$ cat config.mk
export PLATFORM = sky130hd
export DESIGN_NAME = duty_scan_ctrl
export DESIGN_NICKNAME = d
export VERILOG_FILES = /design/src/rtl/duty_scan_ctrl.sv
export SDC_FILE = /design/constraint.sdc
export NUM_CORES = 1
export LEC_CHECK = 0
export ABC_CLOCK_PERIOD_IN_PS = 4000
export CORE_UTILIZATION = 55
export DETAILED_ROUTE_END_ITERATION = 8
export PLACE_DENSITY = 0.8
export REMOVE_ABC_BUFFERS = 1
export SYNTH_ARGS = -nofsm -noshare
export SYNTH_HDL_FRONTEND = slang
export SYNTH_SLANG_ARGS = --single-unit
$ cat constraint.sdc
create_clock -name CLK_I -period 4 [get_ports CLK_I]
set_input_delay 0.4 -clock CLK_I [delete_from_list [all_inputs] [get_ports CLK_I]]
set_output_delay 0.4 -clock CLK_I [all_outputs]
set_load 0.1 [all_outputs]
$ cat src/rtl/duty_scan_ctrl.sv
// duty_scan_ctrl: time-multiplexed tach duty measurement.
// One engine visits each enabled tach input in turn, measures one full
// high phase and the following low phase in clock cycles, and stores the
// counts in a per-channel result slot.
// Ports:
//   CLK_I, RST_I          clock, synchronous active-high reset
//   TAC_I[CH_NUM]         tach inputs (already synchronous)
//   START_I, CONT_I       scan request pulse, continuous-scan level
//   CH_EN_I[CH_NUM]       channel enable mask, latched at scan start
//   RD_CH_I               result read index
//   BUSY_O, CH_SEL_O      scan in progress, channel routed to the engine
//   DONE_O                one-cycle pulse at scan completion
//   RD_HIGH_O, RD_LOW_O   stored high/low counts of RD_CH_I
//   RD_STAT_O             {timeout, valid} of RD_CH_I
module duty_scan_ctrl #(
  parameter int          CH_NUM       = 4,
  parameter int          CH_W         = 2,
  parameter int          SETTLE_CLKS  = 2,
  parameter logic [31:0] TIMEOUT_CLKS = 32'd1000000
) (
  input  logic              CLK_I,
  input  logic              RST_I,
  input  logic [CH_NUM-1:0] TAC_I,
  input  logic              START_I,
  input  logic              CONT_I,
  input  logic [CH_NUM-1:0] CH_EN_I,
  input  logic [CH_W-1:0]   RD_CH_I,
  output logic              BUSY_O,
  output logic [CH_W-1:0]   CH_SEL_O,
  output logic              DONE_O,
  output logic [31:0]       RD_HIGH_O,
  output logic [31:0]       RD_LOW_O,
  output logic [1:0]        RD_STAT_O
);

  typedef enum logic [2:0] {IDLE, SETTLE, SYNC, MEAS_H, MEAS_L, STORE, NEXT} state_t;

  state_t            state, state_nxt;
  logic [CH_NUM-1:0] mask, mask_val;
  logic [CH_W-1:0]   ch_sel, sel_val;
  logic [7:0]        settle_cnt;
  logic [31:0]       tmo_cnt, hi_cnt, lo_cnt;
  logic              tac_prev, done, done_nxt;
  logic              sel_ld, mask_ld, wr_ok, wr_tmo;
  logic [CH_W:0]     lo_en, nx;

  logic [31:0] slot_hi   [CH_NUM];
  logic [31:0] slot_lo   [CH_NUM];
  logic [1:0]  slot_stat [CH_NUM];

  // tac_prev follows whatever channel is routed, so the SETTLE wait also
  // reloads the edge history from the newly selected input.
  logic tac, rise, fall, tmo_hit;
  assign tac     = TAC_I[ch_sel];
  assign rise    = tac & ~tac_prev;
  assign fall    = ~tac & tac_prev;
  assign tmo_hit = (tmo_cnt == TIMEOUT_CLKS - 32'd1);

  // {found, index} of the lowest set bit
  function automatic logic [CH_W:0] lowest(input logic [CH_NUM-1:0] m);
    logic [CH_W:0] r;
    r = '0;
    for (int i = CH_NUM - 1; i >= 0; i--)
      if (m[i]) r = {1'b1, CH_W'(i)};
    return r;
  endfunction

  // {found, index} of the lowest set bit strictly above cur
  function automatic logic [CH_W:0] next_above(input logic [CH_NUM-1:0] m,
                                               input logic [CH_W-1:0] cur);
    logic [CH_W:0] r;
    r = '0;
    for (int i = CH_NUM - 1; i >= 0; i--)
      if (m[i] && i > int'(cur)) r = {1'b1, CH_W'(i)};
    return r;
  endfunction

  function automatic logic [31:0] sat_inc(input logic [31:0] v);
    return (v == 32'hFFFF_FFFF) ? v : v + 32'd1;
  endfunction

  assign lo_en = lowest(CH_EN_I);
  assign nx    = next_above(mask, ch_sel);

  always_comb begin
    state_nxt = state;
    done_nxt  = 1'b0;
    sel_ld    = 1'b0;
    sel_val   = ch_sel;
    mask_ld   = 1'b0;
    mask_val  = mask;
    wr_ok     = 1'b0;
    wr_tmo    = 1'b0;
    case (state)
      IDLE: if (START_I) begin
        mask_ld  = 1'b1;
        mask_val = CH_EN_I;
        if (lo_en[CH_W]) begin
          state_nxt = SETTLE;
          sel_ld    = 1'b1;
          sel_val   = lo_en[CH_W-1:0];
        end else begin
          done_nxt = 1'b1;
        end
      end
      SETTLE: if (settle_cnt == 8'(SETTLE_CLKS - 1)) state_nxt = SYNC;
      SYNC: begin
        if (tmo_hit) begin wr_tmo = 1'b1; state_nxt = NEXT; end
        else if (rise) state_nxt = MEAS_H;
      end
      MEAS_H: begin
        if (tmo_hit) begin wr_tmo = 1'b1; state_nxt = NEXT; end
        else if (fall) state_nxt = MEAS_L;
      end
      MEAS_L: begin
        if (tmo_hit) begin wr_tmo = 1'b1; state_nxt = NEXT; end
        else if (rise) state_nxt = STORE;
      end
      STORE: begin
        wr_ok     = 1'b1;
        state_nxt = NEXT;
      end
      NEXT: begin
        if (nx[CH_W]) begin
          state_nxt = SETTLE;
          sel_ld    = 1'b1;
          sel_val   = nx[CH_W-1:0];
        end else begin
          done_nxt  = 1'b1;
          state_nxt = IDLE;
          // CONT_I is only looked at here, so dropping it mid-scan lets
          // the current scan finish.
          if (CONT_I && lo_en[CH_W]) begin
            mask_ld   = 1'b1;
            mask_val  = CH_EN_I;
            state_nxt = SETTLE;
            sel_ld    = 1'b1;
            sel_val   = lo_en[CH_W-1:0];
          end
        end
      end
      default: state_nxt = IDLE;
    endcase
  end

  always_ff @(posedge CLK_I) begin
    if (RST_I) begin
      state      <= IDLE;
      done       <= 1'b0;
      mask       <= '0;
      ch_sel     <= '0;
      settle_cnt <= '0;
      tmo_cnt    <= '0;
      hi_cnt     <= '0;
      lo_cnt     <= '0;
      tac_prev   <= 1'b0;
      for (int i = 0; i < CH_NUM; i++) begin
        slot_hi[i]   <= '0;
        slot_lo[i]   <= '0;
        slot_stat[i] <= '0;
      end
    end else begin
      state    <= state_nxt;
      done     <= done_nxt;
      tac_prev <= tac;
      if (sel_ld)  ch_sel <= sel_val;
      if (mask_ld) mask   <= mask_val;
      settle_cnt <= (state == SETTLE) ? settle_cnt + 8'd1 : 8'd0;
      // zero outside the measuring states, so counting starts at SYNC entry
      if (state == SYNC || state == MEAS_H || state == MEAS_L)
        tmo_cnt <= sat_inc(tmo_cnt);
      else
        tmo_cnt <= '0;
      // the edge cycle itself is the first sample of the new phase
      if (state == SYNC && rise)       hi_cnt <= 32'd1;
      else if (state == MEAS_H && tac) hi_cnt <= sat_inc(hi_cnt);
      if (state == MEAS_H && fall)      lo_cnt <= 32'd1;
      else if (state == MEAS_L && !tac) lo_cnt <= sat_inc(lo_cnt);
      if (wr_ok) begin
        slot_hi[ch_sel]   <= hi_cnt;
        slot_lo[ch_sel]   <= lo_cnt;
        slot_stat[ch_sel] <= 2'b01;
      end else if (wr_tmo) begin
        slot_hi[ch_sel]   <= '0;
        slot_lo[ch_sel]   <= '0;
        slot_stat[ch_sel] <= 2'b10;
      end
    end
  end

  // Reads come straight from the slot registers, so a same-cycle write
  // is not visible until the following cycle.
  logic rd_ok;
  assign rd_ok     = int'(RD_CH_I) < CH_NUM;
  assign RD_HIGH_O = rd_ok ? slot_hi[RD_CH_I]   : 32'd0;
  assign RD_LOW_O  = rd_ok ? slot_lo[RD_CH_I]   : 32'd0;
  assign RD_STAT_O = rd_ok ? slot_stat[RD_CH_I] : 2'b00;

  assign BUSY_O   = (state != IDLE);
  assign CH_SEL_O = ch_sel;
  assign DONE_O   = done;

endmodule

# Word-level counts from Yosys, hierarchy flattened
# Memories as Yosys holds them, arrays and structs flattened.
# Index checks and enable logic that the tools add are counted.
[word_totals]
ramBits = 264
n_memories = 3
input_bits = 14
out_inout_bits = 70
register_bits = 115
elab_cells = 158
[mem_list]
columns = ["name", "words", "width", "read_ports", "rd_clocked_by_memory_dff", "write_ports", "line", "text"]
rows = [
  ["slot_hi", 4, 32, 1, 0, 4, "47", "logic [31:0] slot_hi [CH_NUM];"],
  ["slot_lo", 4, 32, 1, 0, 4, "48", "logic [31:0] slot_lo [CH_NUM];"],
  ["slot_stat", 4, 2, 1, 0, 4, "49", "logic [1:0] slot_stat [CH_NUM];"],
]
[classes]
n_addsub = 4
n_reduce_logical = 31
bitwise = 11
muxes = 72
n_lt_le_gt_ge = 4
eq_ne = 22
[op_table]
columns = ["operator", "count"]
rows = [
  ["32-bit two-way mux", 4],
  ["32-bit by 1-bit adder with 32-bit output (second input constant)", 3],
  ["32-bit equality test (second input constant)", 3],
  ["32-bit OR reduction", 2],
  ["3-bit two-way mux", 16],
  ["1-bit two-way mux", 33],
  ["32-bit by 20-bit equality test with 1-bit output (second input constant)", 1],
  ["3-bit case mux with 7 select lines", 1],
  ["2-bit two-way mux", 9],
  ["2-bit != test (second input constant)", 7],
  ["4-bit two-way mux", 3],
  ["3-bit != test (second input constant)", 4],
  ["5-bit AND reduction", 2],
  ["2-bit OR reduction", 5],
  ["3-bit equality test (second input constant)", 3],
  ["8-bit by 1-bit adder with 8-bit output (second input constant)", 1],
  ["8-bit by 1-bit equality test with 1-bit output (second input constant)", 1],
  ["1-bit logical AND", 8],
  ["4-bit case mux with 2 select lines", 1],
  ["2-bit AND reduction", 4],
  ["3-bit by 2-bit equality test with 1-bit output (second input constant)", 2],
  ["1-bit inverter", 6],
  ["1-bit case mux with 2 select lines", 3],
  ["6-bit AND reduction", 1],
  ["other kinds (14)", 21],
]

# Depth between registers and ports, before layout
# Gate-level depths: netlist of run 1.
[depth]
ltp_word = 10
depth_mapped = 9
ltp_nobuf = 7

# Least setup slack after synthesis of run 1
# Ideal clock, no wire load.
[synth_path]
path_kind = "register to register"
startpoint = "register tmo_cnt[2]"
endpoint = "memory slot_hi[0][0] (enable)"
setup_ns = 0.423
required_time_ns = 3.577
t_arrival_ns = 2.817
slack_ns = 0.760
stages_incl_launch_ff = 8
path_buffers = 1
synth_period_minus_slack_ns = 3.240
path_cell_list = "dfxtp_1 -> and4_1 -> clkbuf_1 -> nand2_1 -> nor3_1 -> nand2_1 -> nand2_1 -> a21o_1"
[synth_rtl]
columns = ["item", "line", "text"]
rows = [
  ["start, declared", "42", "logic [31:0] tmo_cnt, hi_cnt, lo_cnt;"],
  ["start signal, assigned", "171", "tmo_cnt <= sat_inc(tmo_cnt);"],
  ["end, declared", "47", ""],
]

# Worst setup path in the final report of run 1
[layout_path]
startpoint = "register ch_sel[0], in the netlist CH_SEL_O[0]"
endpoint = "register lo_cnt[14]"
[layout_via]
elab_chain_len = 6
word_cells_on_any_way = 9
classes_between = "mux: 2; bitwise: 2; reduce/logical: 5"
[layout_lines]
columns = ["item", "line", "text"]
rows = [
  ["start, declared", "40", "logic [CH_W-1:0] ch_sel, sel_val;"],
  ["start signal, assigned", "166", "if (sel_ld) ch_sel <= sel_val;"],
  ["1-bit binary-select mux with 2-bit select (*)", "54", "assign tac = TAC_I[ch_sel];"],
  ["1-bit two-way mux (not written as such) (*)", "54", ""],
  ["1-bit inverter", "56", "assign fall = ~tac & tac_prev;"],
  ["1-bit bitwise AND", "56", ""],
  ["1-bit logical AND", "177", "if (state == MEAS_H && fall) lo_cnt <= 32'd1;"],
  ["2-bit OR reduction (no source line)", "--", ""],
  ["end signal, assigned", "178", "else if (state == MEAS_L && !tac) lo_cnt <= sat_inc(lo_cnt);"],
  ["end, declared", "42", ""],
]
# Mark *: on every way between the ends. The rest lies on a longest branch, timed or not. The select of a mux whose other input is x is not followed.
# A chain may end at the register's enable or synchronous reset.

==> metrics list, run 1 <==
- Slew at the pin closest to its max-slew limit: 1.04 ns
- In the final timing run, aggregate negative setup slack is 0 ns.
- Clock sinks: 378
* Largest net degree at the start of global routing: 67
- Async S/R FF share, synth: 0
- Of all nets on the critical path, the largest fanout is 12.
- Clock network fraction of total power: 0.386
- Final setup fails: 0
- The die is 176 um wide.
* Part of the Yosys area used for sequential elements: 0.611
* Cell depth of the worst hold path: 1
- In this run the register-to-register setup slack is 0.79 ns.
- Sequential share of power: 0.480
- The number of placed instances, taps included, is 1,818.
* Most frequent standard cell in the layout excluding fill and tap cells: edfxtp_1
- Max-cap violations: 0
* Overall fraction of global-route tracks in use: 0.234
* HPWL Detailed: 21,000 um
- The top cell types in the final layout, fill and taps aside, are 264 x edfxtp_1, 243 x nor2_1, 116 x nand2_1.
- The endpoint identified for the worst register-to-register timing path is lo_cnt[14].
* Routed wire length per instance: 18.8 um
- Timing would allow up to 0.312 GHz.
- The critical path is of the flop to flop type.
* Number of optimization iterations in the first detailed-route pass: 5
* DRC errors left: 0
- Final clock skew: 0.0277 ns
- Switching Fraction: 0.271
- Hold-critical path endpoint: settle_cnt[0]
- Areal power density over the cells: 481 mW/mm^2
- The Yosys step of the flow raised 0 warnings.
- Height of the chip: 176 um
- In this run the core area contains 63 standard-cell rows.
- CTS Buf Count: 39
* Result of the run: finished clean
- Boundary Pins: 84
- The first global-routing pass estimated 57,000 um of wire.
* Synth unique cells: 57
- Met3 Wirelength: 2340 um
- Clock latency at the later pin of the worst-skew pair: 0.54 ns
- Area growth from synthesis to layout: 14.0%
- The worst pin sits at a relative slew slack of 0.303.
- In this run the standard cell core region covers 0.0298 sq mm.
- Setup repair bufs after CTS: 0
- Number of enable flip-flop cells after synthesis: 264
- Clock H-tree levels: 2
- The largest single stage delay on the critical path is 0.86 ns.
- Once layout is complete, the cells apart from fillers number 1,890.
- In this run the cell area of the synthesized design comes to 0.0167 sq mm.
* Master of the slowest instance on the critical path: a211oi_1
* Number of instances in the synthesized netlist: 1,409
- Setup repair after global routing left no endpoint under its margin.
- Total routed wirelength: 35,600 um
- In the final design database the tool counted 1,488 nets.
- Required time reported for the critical path endpoint: 4.42 ns
- Vias in the first global route: 11,100
- In the final routing, the length of wire on met1 measures 14,700 um.
- Top layer used by detailed routing: met5
* Worst voltage drop across the vdd grid: 0.000375 V
- Total grt overflow: 0
- Number of cells on the worst reg-to-reg path: 6
* Register clock-pin slew on the reported worst setup and hold paths: 0.06 ns
* Clock tree root buffer cell: clkbuf_16
* Critical path arrival: 3.63 ns
* Deepest clock path buffer count: 3
* Commonest register cell after synthesis: edfxtp_1
- Dividing the final minimum period by the clock period gives 0.802.
- Number of vias in the routed layout: 11,000
- Sum of met2 wire segment lengths after detailed routing: 17,800 um
* Routability-driven placement congestion ratio: 0.849
- Initial drt markers: 1,061
* Antenna violations before repair: 1
* CTS resizes: 0
- TritonCTS built the clock tree.
- Count of hold-fix buffers inserted at cts: 0
* List of cells traversed by the critical path: mux4_2, nand2b_1, a211oi_1, and3_1, xnor2_1, nor2_1
- Cell leakage power: 7.05 nW
* Hold Vio Cnt, Final: 0
* Ant diodes: 0
- The tightest min-delay check is of the flop to flop type.
* Average size of a mapped cell: 11.9 sq um
- The smallest clock period supported by the final layout is computed as 3.21 ns.
- Hold path startpoint: settle_cnt[0]
- Buffers placed on the I/O ports in this run total 83.
* Switching power: 0.00249 W
- Dividing the detail-routed via count by the number of cells gives 5.83.
- Post-DRT Antenna Nets: 0
- The floorplan step defined a die boundary enclosing 0.0311 sq mm.
* Layout cells sized above 1: 0.153
* Source of the worst register-to-register timing path: CH_SEL_O[0]
- Of the total power, combinational logic draws 0.134.
- Initial cell density of the core: 0.561
- Pint: 0.00668 W
- Number of storage elements in the synthesis netlist: 378
- Core occupancy in the finished layout: 0.640
- Crit start category: flop
- The final number of max-transition violations is 0.
- Endpoint class of the critical path: flop
==> state kept, by name (all words and copies together), names as in the netlist <==
signal	count
slot_hi	128
slot_lo	128
hi_cnt	32
lo_cnt	32
tmo_cnt	32
settle_cnt	8
slot_stat	8
mask	3
state	3
CH_SEL_O	2
DONE_O	1
tac_prev	1
==> cell families (layout without fill, tap and decap cells) <==
family / count (synthesis) / after routing / synth area share
fa+ha+maj: 5 / 5 / 0.00374
compound gates: 81 / 81 / 0.0305
buf+inv: 162 / 253 / 0.0366
simple gates: 631 / 631 / 0.183
mux: 73 / 73 / 0.0939
xor+xnor: 79 / 79 / 0.0414
flops: 378 / 378 / 0.611
==> critical path, delay by kind of cell, from the launching register on <==
kind            cells  cell delay [ns]
simple gates        3             0.64
mux                 1             0.74
flops               1             0.73
xor+xnor            1             0.13
compound gates      1             0.86
==> cell type report <==
cell class / instances / area, sq um
fillers: 2192 / 10700
inverters: 84 / 317
multi-input cells: 869 / 5950
repair buffers: 97 / 841
clock inverters: 17 / 163
clock buffers: 55 / 1100
flip-flops and latches: 378 / 10200
well taps: 390 / 488
==> cell usage after synthesis (16+ instances only) <==
cell type,n,share of area
edfxtp_1,264,0.47
nor2_1,244,0.055
nand2_1,118,0.026
dfxtp_1,114,0.14
inv_1,84,0.019
and3_1,83,0.031
mux4_2,67,0.090
clkbuf_1,59,0.013
xor2_1,51,0.027
nand3_1,43,0.013
nand4_1,34,0.013
xnor2_1,28,0.015
a21oi_1,26,0.0078
o21ai_0,23,0.0069
nor3_1,22,0.0066
or3_1,18,0.0067
buf_1,16,0.0036
==> metal layers <==
| layer | track usage | up-vias |
|---|---|---|
| met2 | 0.401 | 369 |
| met4 | 0.0647 | 2 |
| met5 | 0 | - |
| li1 | - | 5188 |
| met1 | 0.311 | 5403 |
| met3 | 0.0355 | 61 |
==> per-stage QoR <==
stage	total power (W)	instance area (sq um)	worst slack (ns)	hold WS (ns)
2_1_floorplan	0.00536	16400	-0.262	0.445
3_3_place_gp	0.00570	17800	0.959	0.460
3_5_place_dp	0.00571	17800	0.887	0.475
4_1_cts	0.00921	19100	0.850	0.490
5_1_grt	0.00942	19100	0.591	0.533
6_report	0.00917	19100	0.791	0.487
==> power by group through the flow <==
stage	combinational (W)	clock (W)	sequential, W
2_1_floorplan	0.000895	0	0.00447
3_3_place_gp	0.00123	0	0.00447
3_5_place_dp	0.00123	0	0.00448
4_1_cts	0.00124	0.00357	0.00440
5_1_grt	0.00129	0.00372	0.00441
6_report	0.00123	0.00354	0.00440
==> worst max path at each step <==
stage	startpoint	endpoint	slack [ns]
6_report	CH_SEL_O[0]	lo_cnt[14]	0.79
5_1_grt	CH_SEL_O[0]	lo_cnt[20]	0.59
4_1_cts	CH_SEL_O[0]	lo_cnt[14]	0.85
3_5_place_dp	TAC_I[3]	lo_cnt[22]	0.89
3_3_place_gp	TAC_I[3]	lo_cnt[20]	0.96
2_1_floorplan	CH_SEL_O[0]	slot_hi[0][0]	-0.26
Note: power is estimated with default switching activity, not from simulation.
==> run 2, diff against run 1 <==
--- a/config.mk
+++ b/config.mk
@@ -5,7 +5,7 @@
 export SDC_FILE = /design/constraint.sdc
 export NUM_CORES = 1
 export LEC_CHECK = 0
-export ABC_CLOCK_PERIOD_IN_PS = 4000
+export ABC_CLOCK_PERIOD_IN_PS = 3100
 export CORE_UTILIZATION = 55
 export DETAILED_ROUTE_END_ITERATION = 8
 export PLACE_DENSITY = 0.8
==> constraint.sdc (replaced) <==
create_clock -name CLK_I -period 3.1 [get_ports CLK_I]
set_input_delay 0.31 -clock CLK_I [delete_from_list [all_inputs] [get_ports CLK_I]]
set_output_delay 0.31 -clock CLK_I [all_outputs]
set_load 0.1 [all_outputs]
==> metrics list, run 2 (synthesized netlist as in run 1, its figures left out) <==
* Horizontal die dimension: 176 um
- Worst reg-to-reg setup slack: 0.34 ns
- IO Port Bufs: 83
- The worst register-to-register path begins at tmo_cnt[9].
* Register clock-pin slew on the reported worst setup and hold paths: 0.06 ns
- The H-tree was split into 2 levels.
- Area growth from synthesis to layout: 15.1%
* Crit start category: flop
- Max-cap violations: 0
* Final setup fails: 0
* Clock tree from TritonCTS: yes
- The repair_antennas step left the layout with diodes totalling 0.
- Power spread over the standard cell area amounts to 622 mW/mm^2.
* Clock latency at the later pin of the worst-skew pair: 0.53 ns
* Largest registers in the final layout: slot_hi (128), slot_lo (128)
* Core area: 0.0298 sq mm
- DRC errors left: 0
- Cell area after placement: 0.0179 sq mm
* Total grt overflow: 0
- Post-route setup TNS: 0 ns
- Switching power: 0.00320 W
- The critical path is of the flop to flop type.
* RSZ-0062 raised after global routing: false
- The worst register-to-register path has a depth of 7.
* Switching Fraction: 0.268
- The tree is rooted in a clkbuf_16.
- The routed layout has 11,100 vias.
* Setup slack at placement: 0.403 ns
- Relative max-transition margin: 0.354
- The share of total power dissipated in sequential elements is 0.473.
- Post-CTS repair changed the size of 0 cells.
- Clock network fraction of total power: 0.391
- After detailed routing, the number of vias per cell comes to 5.83.
* Portion of total power attributed to combinational logic: 0.136
- Of the cells placed in the final design, the portion with a size suffix greater than 1 is 0.163.
* Count of standard-cell rows: 63
- Routed wire length per instance: 18.4 um
- Pint: 0.00877 W
* Overall fraction of global-route tracks in use: 0.231
* Routability-driven placement congestion ratio: 0.850
* Initial drt markers: 962
- The initial utilization of the core area, before any placement, comes to 0.561.
- Deepest clock path buffer count: 3
- Smallest setup slack after layout: 0.342 ns
* CTS Buf Count: 38
- Total routed wirelength: 35,000 um
- Global-route wire length before repair: 56,800 um
- Worst min path class: input port to flop
* Vias in the first global route: 11,300
- Result of the run: finished clean
- Pins over their slew limit: 0
* Critical path arrival: 2.96 ns
- Boundary Pins: 84
- The worst hold path was traced through 3 stages.
* Cell leakage power: 7.16 nW
- Counting I/O delays and the setup requirement, the final critical path takes 2.76 ns.
* Setup repair bufs after CTS: 0
* Hold Vio Cnt, Final: 0
* HPWL Detailed: 21,400 um
- After routing the design area is 0.0192 sq mm.
- Number of optimization iterations in the first detailed-route pass: 5
- Height of the chip: 176 um
- Hold path startpoint: CH_EN_I[1]
* Total of fill cells in the finished design: 2,191
- Antenna violations before repair: 0
* Required time reported for the critical path endpoint: 3.30 ns
- Final clock skew: 0.0196 ns
- The die covers 0.0311 sq mm.
- Worst voltage drop across the vdd grid: 0.000443 V
- Entering global routing, the biggest net connects 130 pins.
- Hold repair after CTS inserted 0 buffers.
- The count of nets left with antenna violations once routing finished came out at 0.
- Launch point of the worst path: tmo_cnt[9]
* Peak clock frequency supported by timing: 0.363 GHz
- Final #Nets: 1,501
* Share of the cycle needed by the critical path after routing: 0.890
* Critical path peak fanout: 42
- Leaving out fill and tap cells, the most frequent cell in the layout is edfxtp_1.
- The tree built by TritonCTS fans out to 378 sinks.
- For the pin with the worst max-slew slack, the measured transition is 0.965 ns.
- Leaving out fill and tap cells, the most frequent cells in the layout are 264 x edfxtp_1, 243 x nor2_1, 116 x nand2_1.
- Endpoint class of the critical path: flop
-- run 2: cell count changes in the layout (fill, tap and decap cells not counted), sizes merged --
cell           delta
bufinv            +2
clkinvlp          -1
clkbuf            -2
clkdlybuf4s50     -4
inv               -1
buf              +18
-- run 2: layout make-up --
cell class | count | area, sq um | share of cell area
Inverter | 84 | 317 | 0.0165
Clock buffer | 53 | 1080 | 0.0561
Timing Repair Buffer | 111 | 998 | 0.0519
Clock inverter | 17 | 211 | 0.0110
Multi-Input combinational cell | 869 | 5940 | 0.309
Sequential cell | 378 | 10200 | 0.531
Tap cell | 390 | 488 | 0.0254
-- run 2: metal layers --
| metal | up-vias | part of all wire | GRT usage |
|---|---|---|---|
| li1 | 5215 | - | - |
| met1 | 5439 | 0.41 | 0.301 |
| met2 | 369 | 0.50 | 0.394 |
| met3 | 69 | 0.065 | 0.0418 |
| met4 | 0 | 0.023 | 0.0708 |
| met5 | - | 0 | 0 |
-- run 2: path summary, 6_finish.rpt --
check / to
min reg2reg: settle_cnt[0]
max reg2reg: slot_lo[0][26]
max: slot_lo[0][26]
min: mask[1]
-- run 2: through the flow --
| step | util | total power (W) | cells | hold WS, ns |
|---|---|---|---|---|
| 2_1_floorplan | - | 0.00692 | 1331 | 0.379 |
| 3_3_place_gp | 0.602 | 0.00737 | 1832 | 0.463 |
| 3_5_place_dp | 0.602 | 0.00740 | 1832 | 0.476 |
| 4_1_cts | 0.646 | 0.0120 | 1902 | 0.452 |
| 5_1_grt | 0.646 | 0.0123 | 1902 | 0.506 |
| 6_report | 0.646 | 0.0120 | 1902 | 0.464 |
-- run 2: worst max-delay path: stages, from the launching register on --
cell     delay (ns)
dfxtp_1        0.41
nor4b_1        0.40
nand4_1        0.20
nor3_1         0.41
nand2_1        0.23
nand2_1        0.25
a21o_2         0.23
buf_12         0.27
-- run 2: power groups by stage --
stage	sequential (W)	clock (W)	combinational, W
2_1_floorplan	0.00576	0	0.00116
3_3_place_gp	0.00576	0	0.00162
3_5_place_dp	0.00577	0	0.00163
4_1_cts	0.00567	0.00473	0.00163
5_1_grt	0.00568	0.00493	0.00169
6_report	0.00566	0.00469	0.00162
==> run 3, diff against run 2 <==
--- a/config.mk
+++ b/config.mk
@@ -10,6 +10,7 @@
 export DETAILED_ROUTE_END_ITERATION = 8
 export PLACE_DENSITY = 0.8
 export REMOVE_ABC_BUFFERS = 1
+export SKIP_LAST_GASP = 1
 export SYNTH_ARGS = -nofsm -noshare
 export SYNTH_HDL_FRONTEND = slang
 export SYNTH_SLANG_ARGS = --single-unit
==> results of run 3 <==
The final DEF is identical to that of run 2; final timing and power are the same.
